<file path="src/rtl/timer_pkg.sv">
// timer_pkg: shared state encoding and mode constants for the timer channels.
package timer_pkg;
  typedef enum logic [1:0] {IDLE = 2'd0, RUN = 2'd1, DONE = 2'd2} state_t;
  localparam logic MODE_ONESHOT  = 1'b0;
  localparam logic MODE_PERIODIC = 1'b1;
endpackage

</file>
<file path="src/rtl/multi_timer_if.sv">
// multi_timer_if: per-channel control and status bundle of the multi-channel timer.
interface multi_timer_if #(
  parameter int NUM_CH = 4,
  parameter int CNT_W  = 4
);
  logic [NUM_CH*CNT_W-1:0] value;
  logic [NUM_CH-1:0]       start_timer;
  logic [NUM_CH-1:0]       stop_timer;
  logic [NUM_CH-1:0]       periodic;
  logic [NUM_CH-1:0]       pause;
  logic [NUM_CH-1:0]       expired;
  logic [NUM_CH-1:0]       expire_pulse;
  logic [NUM_CH-1:0]       busy;
  modport master (output value, start_timer, stop_timer, periodic, pause,
                  input expired, expire_pulse, busy);
  modport slave  (input value, start_timer, stop_timer, periodic, pause,
                  output expired, expire_pulse, busy);
endinterface

</file>
<file path="src/rtl/timer_channel.sv">
// timer_channel: one down-count timer FSM with one-shot/periodic modes, pause and stop.
module timer_channel
  import timer_pkg::*;
#(
  parameter int CNT_W = 4
) (
  input  logic             clk,
  input  logic             reset_sync,
  input  logic             i_tick,
  input  logic             i_start,
  input  logic             i_stop,
  input  logic             i_periodic,
  input  logic             i_pause,
  input  logic [CNT_W-1:0] i_value,
  output logic             o_expired,
  output logic             o_expire_pulse,
  output logic             o_busy
);
  state_t             r_state, w_state;
  logic [CNT_W-1:0]   r_count, w_count, r_reload, w_reload;
  logic               r_mode, w_mode, r_expired, w_expired, r_pulse, w_pulse;
  logic               w_step, w_expire, w_keep;

  always_ff @(posedge clk or posedge reset_sync)
    if (reset_sync) begin
      r_state   <= IDLE;
      r_count   <= '0;
      r_reload  <= '0;
      r_mode    <= MODE_ONESHOT;
      r_expired <= 1'b0;
      r_pulse   <= 1'b0;
    end else begin
      r_state   <= w_state;
      r_count   <= w_count;
      r_reload  <= w_reload;
      r_mode    <= w_mode;
      r_expired <= w_expired;
      r_pulse   <= w_pulse;
    end

  // A zero load expires without a tick and never reloads, so periodic+0 cannot storm.
  always_comb begin
    w_state   = r_state;
    w_count   = r_count;
    w_reload  = r_reload;
    w_mode    = r_mode;
    w_expired = r_expired;
    w_pulse   = 1'b0;
    w_step    = (r_state == RUN) && i_tick && !i_pause;
    w_expire  = (r_state == RUN) && ((r_count == '0) || (w_step && r_count == CNT_W'(1)));
    w_keep    = (r_mode == MODE_PERIODIC) && (r_count != '0);
    if (i_start) begin
      w_state   = RUN;
      w_count   = i_value;
      w_reload  = i_value;
      w_mode    = i_periodic ? MODE_PERIODIC : MODE_ONESHOT;
      w_expired = 1'b0;
    end else if (i_stop) begin
      w_state   = IDLE;
      w_expired = 1'b0;
    end else if (w_expire) begin
      w_state   = w_keep ? RUN : DONE;
      w_count   = w_keep ? r_reload : '0;
      w_expired = 1'b1;
      w_pulse   = 1'b1;
    end else if (w_step) begin
      w_count   = r_count - CNT_W'(1);
    end
  end

  assign o_expired      = r_expired;
  assign o_expire_pulse = r_pulse;
  assign o_busy         = (r_state == RUN);
endmodule

</file>
<file path="src/rtl/multi_timer.sv">
// multi_timer: NUM_CH independent down-count timers stepped by a shared clk_div rising edge.
module multi_timer
  import timer_pkg::*;
#(
  parameter int NUM_CH = 4,
  parameter int CNT_W  = 4
) (
  input logic         clk,
  input logic         reset_sync,
  input logic         clk_div,
  multi_timer_if.slave bus
);
  logic r_div_q;
  logic w_tick;

  always_ff @(posedge clk or posedge reset_sync)
    if (reset_sync) r_div_q <= 1'b0;
    else r_div_q <= clk_div;

  assign w_tick = clk_div & ~r_div_q;

  for (genvar g = 0; g < NUM_CH; g++) begin : g_ch
    timer_channel #(.CNT_W(CNT_W)) u_ch (
      .clk            (clk),
      .reset_sync     (reset_sync),
      .i_tick         (w_tick),
      .i_start        (bus.start_timer[g]),
      .i_stop         (bus.stop_timer[g]),
      .i_periodic     (bus.periodic[g]),
      .i_pause        (bus.pause[g]),
      .i_value        (bus.value[g*CNT_W +: CNT_W]),
      .o_expired      (bus.expired[g]),
      .o_expire_pulse (bus.expire_pulse[g]),
      .o_busy         (bus.busy[g])
    );
  end
endmodule
</file>
<file path="src/flat_wrapper.sv">
// flat-port wrapper written by rule: the top's interface ports become plain ports
module multi_timer_flat import timer_pkg::*;
#(
  parameter int NUM_CH = 4,
  parameter int CNT_W  = 4
)
  (clk, reset_sync, clk_div, bus_value, bus_start_timer, bus_stop_timer, bus_periodic, bus_pause, bus_expired, bus_expire_pulse, bus_busy);
  multi_timer_if #(.NUM_CH(NUM_CH), .CNT_W(CNT_W)) bus_i ();
  input logic clk;
  input logic reset_sync;
  input logic clk_div;
  input wire logic [$bits(bus_i.value)-1:0] bus_value;
  input wire logic [$bits(bus_i.start_timer)-1:0] bus_start_timer;
  input wire logic [$bits(bus_i.stop_timer)-1:0] bus_stop_timer;
  input wire logic [$bits(bus_i.periodic)-1:0] bus_periodic;
  input wire logic [$bits(bus_i.pause)-1:0] bus_pause;
  output wire logic [$bits(bus_i.expired)-1:0] bus_expired;
  output wire logic [$bits(bus_i.expire_pulse)-1:0] bus_expire_pulse;
  output wire logic [$bits(bus_i.busy)-1:0] bus_busy;
  assign bus_i.value = bus_value;
  assign bus_i.start_timer = bus_start_timer;
  assign bus_i.stop_timer = bus_stop_timer;
  assign bus_i.periodic = bus_periodic;
  assign bus_i.pause = bus_pause;
  assign bus_expired = bus_i.expired;
  assign bus_expire_pulse = bus_i.expire_pulse;
  assign bus_busy = bus_i.busy;
  multi_timer #(.NUM_CH(NUM_CH), .CNT_W(CNT_W)) u_core (.clk(clk), .reset_sync(reset_sync), .clk_div(clk_div), .bus(bus_i));
endmodule
</file>
<file path="config.mk">
export PLATFORM = sky130hd
export DESIGN_NAME = multi_timer_flat
export DESIGN_NICKNAME = d
export VERILOG_FILES = /design/src/rtl/timer_pkg.sv /design/src/rtl/multi_timer_if.sv /design/src/rtl/timer_channel.sv /design/src/rtl/multi_timer.sv /design/src/flat_wrapper.sv
export SDC_FILE = /design/constraint.sdc
export NUM_CORES = 1
export LEC_CHECK = 0
export CORE_ASPECT_RATIO = 1.75
export CORE_MARGIN = 2
export CORE_UTILIZATION = 30
export DETAILED_ROUTE_END_ITERATION = 16
export HOLD_SLACK_MARGIN = 0.15
export RECOVER_POWER = 100
export SYNTH_ARGS = -nofsm -noshare
export SYNTH_HDL_FRONTEND = slang
export SYNTH_SLANG_ARGS = --single-unit
export TNS_END_PERCENT = 30
</file>
<file path="constraint.sdc">
create_clock -name clk -period 2.75 [get_ports clk]
set_input_delay 0.6875 -clock clk [delete_from_list [all_inputs] [get_ports clk]]
set_output_delay 0.6875 -clock clk [all_outputs]
set_load 0.05 [all_outputs]
</file>
==> out/metrics.yaml <==
placement:
  port_buffers: 46
  placed_area_sq_mm: 0.00353
  gp_congestion: 0.888
  dp_hpwl_microns: 5180
pwr:
  ir_worst_vdd_mv: 0.258
  comb_power_share_pct: 23.2
  clkPwrFrac_pct: 30.4
  p_sw_uw: 620
  p_seq_share_pct: 46.4
  internal-power_mw: 1.41
  cellPowerDensity_mw_per_mm2: 562
  power.leakage_nw: 1.54
  switching_share_pct: 30.5
final_layout:
  final_common_cell: "dfrtp_1"
  layout_common_cells: "53 x dfrtp_1, 27 x clkdlybuf4s50_1, 24 x inv_1, 24 x nand2_1, 23 x o21ai_0"
  nFillCells: 1008
  final_nets: 395
  diodes: 0
  drive_gt1_share_pct: 8.50
  finalInstanceArea_sq_mm: 0.00362
  area_growth_syn_to_layout_pct: 22.3
floorplan:
  die_x_microns: 79.1
  core_area_sq_mm: 0.00973
  dieHeight_microns: 135
  initial_core_util_pct: 30.5
  ioPinCount: 47
  dieArea_sq_mm: 0.0107
  num_rows: 48
detailed_routing:
  postRouteAntennaNets: 0
  first_pass_iters: 4
  drt-total-wl_microns: 6790
  drtIter0Drc: 164
  viasPerCell: 5.12
  num_vias: 2445
  drc_errors: 0
  avgRoutedWirePerCell_microns: 14.2
global_routing:
  antenna_found_initial: 0
  grt_pass1_wl_microns: 11400
  grt-ovfl-total: 0
  grt_max_degree: 28
  grt_pass1_vias: 2456
  grt_use_total_pct: 13.3
yosys:
  synth.distinct_cells: 63
  netlist_top_cells_area: "dfrtp_1 45%, mux2_2 3.8%, o21ai_0 3.7%"
  postSynthRegisterBits: 53
  synthFlopType: "dfrtp_1"
  yosysWarnings: 0
  synthesis.nets: 353
  synth_area_sq_mm: 0.00296
  yosysSeqAreaShare_pct: 44.8
  avgSynthCellArea_sq_um: 9.56
  synth_edf_count: 0
  async_flop_share_pct: 100
  synth_cells: 310
  synth_top_area_share_pct: 44.8
  synth_top_cell_by_area: "dfrtp_1"
critical_path:
  end_kind: "output port"
  critPathMaxFanout: 5
  critPathArrivalTime_ns: 1.91
  critical_path_class: "reg -> out"
  cp-start-kind: "flop"
  worst_ep_required_time_ns: 2.06
sta:
  worst_pin_slew_ns: 1.08
  rsz0062_at_grt: "false"
  relSlewSlack_pct: 27.6
  fin_skew_ns: 0.00774
  finalSetupViolCount: 0
  fin_tns_setup_ns: 0
  slew_viol_final: 0
  min_period_ns: 2.60
  finalCritPeriodShare_pct: 94.4
  hold_ws_ns: 0.473
  hold_viol: 0
  fmax_ghz: 0.385
cts:
  cts_max_level: 2
  clock-root-buffer: "clkbuf_16"
  tritoncts: "done"
  numCtsBuffers: 5
  clkTransAtPathRegs_ns: 0.07
  cts_buffer_depth: 2
  cts.repair.resized: 0
  postCtsHoldBufs: 0
  cts_setup_buffers: 0
  insertion_delay_ns: 0.29
  cts_sinks: 53
worst_hold_path:
  worstHoldPathType: "reg -> reg"
run_status:
  outcome: "finished, final reports clean"
flow_run:
  drv_cap: 0
==> logic make-up after synthesis <==
group	after synthesis	synth area share, %
AOI/OAI and AO/OA	91	20.7
xor gates and xnor gates	2	0.591
adders and majority gates	8	3.38
buffers and inverters	46	7.90
DFF	53	44.8
muxes	11	4.14
and+or+nand+nor	99	18.6
==> power by group through the flow <==
stage	logic, mW	clock network [mW]	registers, mW
after floorplan	0.360	0	0.933
after global placement	0.484	0	0.958
after detailed placement	0.491	0	0.959
after CTS	0.493	0.635	0.945
after global routing	0.531	0.665	0.958
final	0.473	0.618	0.944
==> final timing paths <==
kind | end | cells after the start | slack [ns] | startpoint
max in group asynchronous | u_core.g_ch[2].u_ch.r_reload[2] | 3 | 0.93 | reset_sync
max reg2reg | u_core.g_ch[0].u_ch.r_state[0] | 7 | 0.40 | u_core.g_ch[0].u_ch.r_count[1]
max | bus_busy[2] | 2 | 0.15 | u_core.g_ch[2].u_ch.r_state[1]
min | u_core.g_ch[2].u_ch.r_reload[1] | 2 | 0.47 | u_core.g_ch[2].u_ch.r_reload[1]
min reg2reg | u_core.g_ch[2].u_ch.r_reload[1] | 2 | 0.47 | u_core.g_ch[2].u_ch.r_reload[1]
min in group asynchronous | u_core.g_ch[0].u_ch.r_reload[0] | 2 | 1.11 | reset_sync
==> cell type report <==
type,instances,area [sq um],area share [%]
clock buffers,6,129,3.56
clock inverters,2,10.0,0.276
inverters,24,90.1,2.49
multi-input cells,211,1390,38.2
flip-flops and latches,53,1330,36.6
well taps,125,156,4.32
repair buffers,57,526,14.5
==> cells in the mapped netlist (3+ instances only) <==
master and n:
or3b_2 3, mux2_2 10, buf_4 12, clkbuf_1 8, a22oi_1 3, o21ai_0 22, a21o_1 3, o21a_1 4
nor4_1 5, nand2_1 24, o31ai_1 5, o211ai_1 3, ha_1 8, nor4bb_1 3, inv_1 24, nor2b_1 6
nand3_1 5, nor3b_1 4, nor2_1 14, nor3_1 17, dfrtp_1 53, a21oi_1 21, o21bai_1 4, a31oi_1 3
==> per-stage QoR <==
stage | setup slack, ns | power, mW | utilization (%) | cells
6_report | 0.155 | 2.03 | 37.2 | 478
5_1_grt | 0.0861 | 2.15 | 37.2 | 478
3_3_place_gp | 0.218 | 1.44 | 36.3 | 470
3_5_place_dp | 0.163 | 1.45 | 36.3 | 470
2_1_floorplan | 0.663 | 1.29 | - | 310
4_1_cts | 0.189 | 2.07 | 37.7 | 478
==> routing by layer <==
layer	vias to the layer above	GRT usage, %	wire, microns
met1	1172	14.2	2650
li1	1202	-	-
met3	12	2.47	235
met4	0	5.56	153
met2	59	25.1	3750
met5	-	0	0
==> flip-flops by register name (all words and copies together) (netlist names) <==
| register | flops |
|---|---|
| u_core.g_ch.u_ch.o_expire_pulse | 4 |
| u_core.g_ch.u_ch.o_expired | 4 |
| u_core.g_ch.u_ch.r_count | 16 |
| u_core.g_ch.u_ch.r_mode | 4 |
| u_core.g_ch.u_ch.r_reload | 16 |
| u_core.g_ch.u_ch.r_state | 8 |
| u_core.r_div_q | 1 |
==> critical path, cell delays in order (launching register included) <==
cell and delay (ns):
dfrtp_1 0.39, nor2b_1 0.29, dlygate4sd3_1 0.93
Note: power is estimated with default switching activity, not from simulation.
